--- src/rtl/alu_types_pkg.sv ---
// Shared types for the sequential ALU: operation encodings, FSM states and the
// single-cycle (non-shift) result function.
package alu_types_pkg;

    typedef enum logic [3:0] {
        ALU_ADD  = 4'd0,
        ALU_SUB  = 4'd1,
        ALU_AND  = 4'd2,
        ALU_OR   = 4'd3,
        ALU_XOR  = 4'd4,
        ALU_SLT  = 4'd5,
        ALU_SLTU = 4'd6,
        ALU_SLL  = 4'd7,
        ALU_SRL  = 4'd8,
        ALU_SRA  = 4'd9
    } aluop_t;

    typedef enum logic [1:0] {
        IDLE  = 2'd0,
        SHIFT = 2'd1,
        DONE  = 2'd2
    } alu_seq_state_t;

    function automatic logic is_shift(input aluop_t op);
        return (op == ALU_SLL) || (op == ALU_SRL) || (op == ALU_SRA);
    endfunction

    // Shift encodings and the unused 4'b1010-4'b1111 range fall to zero here.
    function automatic logic [31:0] alu_compute(input aluop_t op,
                                                input logic [31:0] a,
                                                input logic [31:0] b);
        logic [31:0] r;
        r = '0;
        case (op)
            ALU_ADD:  r = a + b;
            ALU_SUB:  r = a - b;
            ALU_AND:  r = a & b;
            ALU_OR:   r = a | b;
            ALU_XOR:  r = a ^ b;
            ALU_SLT:  r = {31'd0, $signed(a) < $signed(b)};
            ALU_SLTU: r = {31'd0, a < b};
            default:  r = '0;
        endcase
        return r;
    endfunction

endpackage

--- src/rtl/alu_shift_step.sv ---
// Shift datapath: one bit position per call by default, or a full barrel
// shifter when ALU_FAST_SHIFT_EN is defined.
module alu_shift_step
    import alu_types_pkg::*;
(
    input  logic [31:0] data,
    input  aluop_t      op,
`ifdef ALU_FAST_SHIFT_EN
    input  logic [4:0]  amount,
`endif
    output logic [31:0] result
);

`ifdef ALU_FAST_SHIFT_EN
    always_comb begin
        result = data;
        case (op)
            ALU_SLL: result = data << amount;
            ALU_SRL: result = data >> amount;
            ALU_SRA: result = $unsigned($signed(data) >>> amount);
            default: result = data;
        endcase
    end
`else
    always_comb begin
        result = data;
        case (op)
            ALU_SLL: result = {data[30:0], 1'b0};
            ALU_SRL: result = {1'b0, data[31:1]};
            ALU_SRA: result = {data[31], data[31:1]};
            default: result = data;
        endcase
    end
`endif

endmodule

--- src/rtl/alu_seq_unit.sv ---
// Sequential ALU with valid/ready handshakes. Shifts iterate one bit per cycle
// unless ALU_FAST_SHIFT_EN is defined, which selects a single-cycle barrel shifter.
module alu_seq_unit
    import alu_types_pkg::*;
(
    input  logic        CLK,
    input  logic        nRST,
    input  logic        req_valid,
    output logic        req_ready,
    input  aluop_t      aluop,
    input  logic [31:0] port_a,
    input  logic [31:0] port_b,
    input  logic        flush,
    output logic        resp_valid,
    input  logic        resp_ready,
    output logic [31:0] port_out,
    output logic        zero
);

    alu_seq_state_t state, next_state;
    logic           accept;
    logic           start_iter;
    logic [4:0]     shift_amt;
    logic [31:0]    step_out;
    logic [31:0]    single_result;

    assign shift_amt  = port_b[4:0];
    assign req_ready  = (state == IDLE) && !flush;
    assign accept     = req_valid && req_ready;
    assign resp_valid = (state == DONE);
    assign zero       = (port_out == 32'd0);

`ifdef ALU_FAST_SHIFT_EN
    alu_shift_step u_shift (
        .data   (port_a),
        .op     (aluop),
        .amount (shift_amt),
        .result (step_out)
    );

    assign start_iter    = 1'b0;
    assign single_result = is_shift(aluop) ? step_out : alu_compute(aluop, port_a, port_b);
`else
    logic [31:0] work;
    aluop_t      shift_op;
    logic [4:0]  shift_cnt;

    alu_shift_step u_shift (
        .data   (work),
        .op     (shift_op),
        .result (step_out)
    );

    assign start_iter    = accept && is_shift(aluop) && (shift_amt != 5'd0);
    // A zero-amount shift passes operand A straight through.
    assign single_result = is_shift(aluop) ? port_a : alu_compute(aluop, port_a, port_b);
`endif

    always_ff @(posedge CLK or negedge nRST) begin
        if (!nRST) begin
            state <= IDLE;
        end else begin
            state <= next_state;
        end
    end

    always_comb begin
        next_state = state;
        case (state)
            IDLE: begin
                if (accept) begin
                    next_state = start_iter ? SHIFT : DONE;
                end
            end
            SHIFT: begin
`ifdef ALU_FAST_SHIFT_EN
                next_state = IDLE;
`else
                if (shift_cnt == 5'd1) begin
                    next_state = DONE;
                end
`endif
            end
            DONE: begin
                if (resp_ready) begin
                    next_state = IDLE;
                end
            end
            default: next_state = IDLE;
        endcase
        if (flush) begin
            next_state = IDLE;
        end
    end

`ifdef ALU_FAST_SHIFT_EN
    always_ff @(posedge CLK or negedge nRST) begin
        if (!nRST) begin
            port_out <= '0;
        end else if (accept) begin
            port_out <= single_result;
        end
    end
`else
    // The shift works in a private register so port_out keeps the previous
    // result until the new one is complete.
    always_ff @(posedge CLK or negedge nRST) begin
        if (!nRST) begin
            port_out  <= '0;
            work      <= '0;
            shift_op  <= ALU_ADD;
            shift_cnt <= '0;
        end else if (flush) begin
            shift_cnt <= '0;
        end else if (accept) begin
            if (start_iter) begin
                work      <= port_a;
                shift_op  <= aluop;
                shift_cnt <= shift_amt;
            end else begin
                port_out  <= single_result;
            end
        end else if (state == SHIFT) begin
            work      <= step_out;
            shift_cnt <= shift_cnt - 5'd1;
            if (shift_cnt == 5'd1) begin
                port_out <= step_out;
            end
        end
    end
`endif

endmodule

--- config.mk ---
export PLATFORM = sky130hd
export DESIGN_NAME = alu_seq_unit
export DESIGN_NICKNAME = d
export VERILOG_FILES = /design/src/rtl/alu_types_pkg.sv /design/src/rtl/alu_shift_step.sv /design/src/rtl/alu_seq_unit.sv
export SDC_FILE = /design/constraint.sdc
export NUM_CORES = 1
export LEC_CHECK = 0
export CORE_MARGIN = 2
export CORE_UTILIZATION = 45
export DETAILED_ROUTE_END_ITERATION = 6
export DONT_BUFFER_PORTS = 1
export GPL_TIMING_DRIVEN = 0
export PLACE_DENSITY = 0.59
export SLEW_MARGIN = 10
export SYNTH_ARGS = -nofsm -noshare
export SYNTH_HDL_FRONTEND = slang
export SYNTH_SLANG_ARGS = --single-unit
--- constraint.sdc ---
create_clock -name CLK -period 4.9 [get_ports CLK]
set_clock_uncertainty 0.05 [all_clocks]
set_input_delay 0.98 -clock CLK [delete_from_list [all_inputs] [get_ports CLK]]
set_output_delay 0.98 -clock CLK [all_outputs]
set_load 0.02 [all_outputs]
==> results.toml <==
[run_status]
outcome = "finished with violations"
failed_checks = "DRC"

[floorplan]
dieArea_um2 = 22900
initial_utilization_pct = 46.1
core-area_um2 = 21200
rows = 53
die_w_um = 151
num_io_pins = 108
fp.dieH_um = 151

[clock_network]
post_cts_buffers = 0
clk_pin_slew_ns = 0.06
clk_path_buf_depth = 2
clkLatencyLatePin_ns = 0.34
hold_buffers = 0
cts_tree = "done"
cts.sinks = 75
post_cts_resized = 0
cts_made_buffers = 9
htree_levels = 3
cts_root_buf = "clkbuf_16"

[global_routing]
overflow = 0
grt_max_degree = 76
antenna_found_initial = 0
grt_pass1_vias = 9503
grt_usage_pct = 32.6
grt_pass1_wl_mm = 56.2

[yosys]
synthAdderAreaFrac_pct = 15.2
ys_top_cells_by_count = "nor2_1 (143), a21oi_1 (140), nand2_1 (133), ha_1 (115), inv_1 (94)"
synthArstFlopShare_pct = 100
ys.warnings.count = 0
synth_top_family_by_area = "compound AO/OA/AOI/OAI gates"
netlist_area_um2 = 9760
yosysTopAreaCell = "dfrtp_1"
synth_edf_count = 0
synth-xor-area-share_pct = 1.26
synth_most_common_cell = "nor2_1"
synth_cells = 1301
synth_compound_area_share_pct = 32.9
yosysSeqAreaShare_pct = 19.2
syn-num-nets = 1491
yosys.area_share.simple_pct = 19.3
synthTopCellsByArea = "dfrtp_1 (19%), ha_1 (15%), a21oi_1 (7.2%)"
synth_ff_type = "dfrtp_1"
yosysUniqueCellTypes = 97
synth_mux_area_share_pct = 3.83
yosysTopAreaCellShare_pct = 19.2
postSynthAreaPerCell_um2 = 7.50
ys_ff_latch = 75

[cells_and_area]
final_util_pct = 49.2
num-fill-cells = 2162
fin_nets = 1502
seq_area_um2 = 1880
fin_area_um2 = 10400
insertedDiodeCount = 0
multiInputGateArea_um2 = 7080
syn_to_final_growth_pct = 6.63
layout-drive-gt1-share_pct = 6.69

[placed_design]
dpl-instance-area_um2 = 10100
dp_hpwl_mm = 30.1
gp_congestion = 0.979
dp_slack_ns = 0.582
portBuffers = 0

[worst_setup_path]
r2r_end = "port_out[20]"
worstPathArrival_ns = 4.22
crit_chain = "inv_1 -> ha_1 -> fa_1 -> o21bai_1 -> o2111ai_1 -> a211oi_2 -> o2111ai_2 -> a2111oi_4 -> o211ai_2 -> a211o_1 -> a31oi_1 -> o22ai_1"
critical_path.top_delay_family = "compound AO/OA/AOI/OAI gates"
crit_path_max_fanout = 4
r2r_slack_ns = 1.50
cpPeakStageDelay_ns = 0.54
reg2reg_from = "state[0]"
end_kind = "flip-flop"
ff2ff_path_depth = 7
cp_slowest_cell = "a2111oi_4"
cp-start-kind = "primary input"
worst-path-buf-inv = 1
required_ns = 5.05
path_class = "in2reg"

[power_and_ir_drop]
p_sw_w = 0.00164
ir_worst_vdd_mv = 0.262
switching_share_pct = 46.4
pwr-share-clk_pct = 19.3
seq_power_share_pct = 37.4
power_per_cell_area_nw_per_um2 = 339
power_leakage_nw = 4.67
combPwrFrac_pct = 43.3
internal_power_w = 0.00189

[timing]
setup_tns_ns = 0
tightest_slew_ns = 1.19
period_needed_ns = 4.06
max_freq_mhz = 246
slew_headroom_pct = 19.8
layout_setup_ws_ns = 0.837
final.period_utilization_pct = 82.9
drv_slew = 0
grt_setup_unrepaired = "false"
hold_viol_final = 0
setup_viol = 0
fin_hold_ws_ns = 0.276

[hold_path]
hp-class = "in2async"

[routing]
avgRoutedWirePerCell_um = 23.5
wl_mm = 37.5
ant_nets = 0
drc = 5
via_per_inst = 6.46
drt_iter0_drc = 1228
firstDrtPassIters = 7
dr_total_vias = 10300

[job]
drv_cap = 0
## area by class of cell
type,instances,share of cell area [%]
Inverter,98,3.63
Sequential cell,75,18.0
Multi-Input combinational cell,1045,68.0
Clock buffer,11,2.43
Buffer,83,4.11
Tap cell,275,3.31
Clock inverter,4,0.481
## sequential cells by signal, indices dropped and copies added (netlist names)
name       cells
shift_cnt      5
work          32
shift_op       4
port_out      32
state          2
## power by group through the flow
| stage | Combinational (W) | Sequential, W | Clock [W] |
|---|---|---|---|
| floorplan | 0.00115 | 0.00121 | 0 |
| global placement | 0.00148 | 0.00132 | 0 |
| finish | 0.00153 | 0.00132 | 0.000681 |
| CTS | 0.00149 | 0.00131 | 0.000682 |
| detailed placement | 0.00149 | 0.00132 | 0 |
| global route | 0.00170 | 0.00135 | 0.000708 |
## cell families (layout without fill, tap and decap cells)
family	after synthesis	in the layout
flops	75	75
compound gates	466	466
fa+ha+maj	117	117
mux	37	37
buf+inv	181	196
xor+xnor	14	14
simple gates	411	411
## through the flow
step,cells,power (W)
3_3_place_gp,1576,0.00280
5_1_grt,1591,0.00376
6_report,1591,0.00353
4_1_cts,1591,0.00349
2_1_floorplan,1301,0.00236
3_5_place_dp,1576,0.00281
## how the worst max path moves through the flow
stage / start / endpoint / slack, ns / cells past startpoint
after floorplan: port_a[0] / port_out[30] / 1.25 / 12
after global placement: port_a[0] / port_out[22] / 0.56 / 12
after detailed placement: port_a[0] / port_out[30] / 0.58 / 12
after CTS: port_a[0] / port_out[22] / 0.92 / 12
final: port_a[0] / port_out[30] / 0.84 / 12
after global routing: port_a[0] / port_out[22] / 0.58 / 12
## placed cells by master (no fill, tap or decap), types with 8 or more instances in the layout
cell type / netlist / final
nor3_1: 28 / 28
o22ai_1: 13 / 13
clkbuf_16: 0 / 9
ha_1: 115 / 115
a211oi_1: 14 / 14
nor2_1: 143 / 143
mux2i_1: 34 / 34
nand2_1: 133 / 133
o21ai_0: 72 / 72
clkbuf_1: 48 / 48
a22oi_1: 32 / 32
nand3_1: 22 / 22
a21o_1: 15 / 15
buf_2: 20 / 20
a221oi_1: 25 / 25
nor4_1: 22 / 22
a31oi_1: 14 / 14
o211ai_1: 13 / 13
clkbuf_8: 8 / 10
a21oi_1: 140 / 140
nand2b_1: 8 / 8
o21bai_1: 15 / 15
o31ai_1: 13 / 13
nand4_1: 8 / 8
inv_1: 94 / 94
o221ai_1: 10 / 10
xnor2_1: 14 / 14
dfrtp_1: 75 / 75
nor2b_1: 9 / 9
a222oi_1: 10 / 10
## per-layer routing
layer,routed length (µm),vias to the layer above,GRT usage [%]
li1,-,4774,-
met1,16100,4908,45.5
met2,16400,529,50.2
met3,3810,66,6.42
met4,1140,0,11.2
met5,0,-,0
No activity file was read; power rests on OpenSTA's default activity.
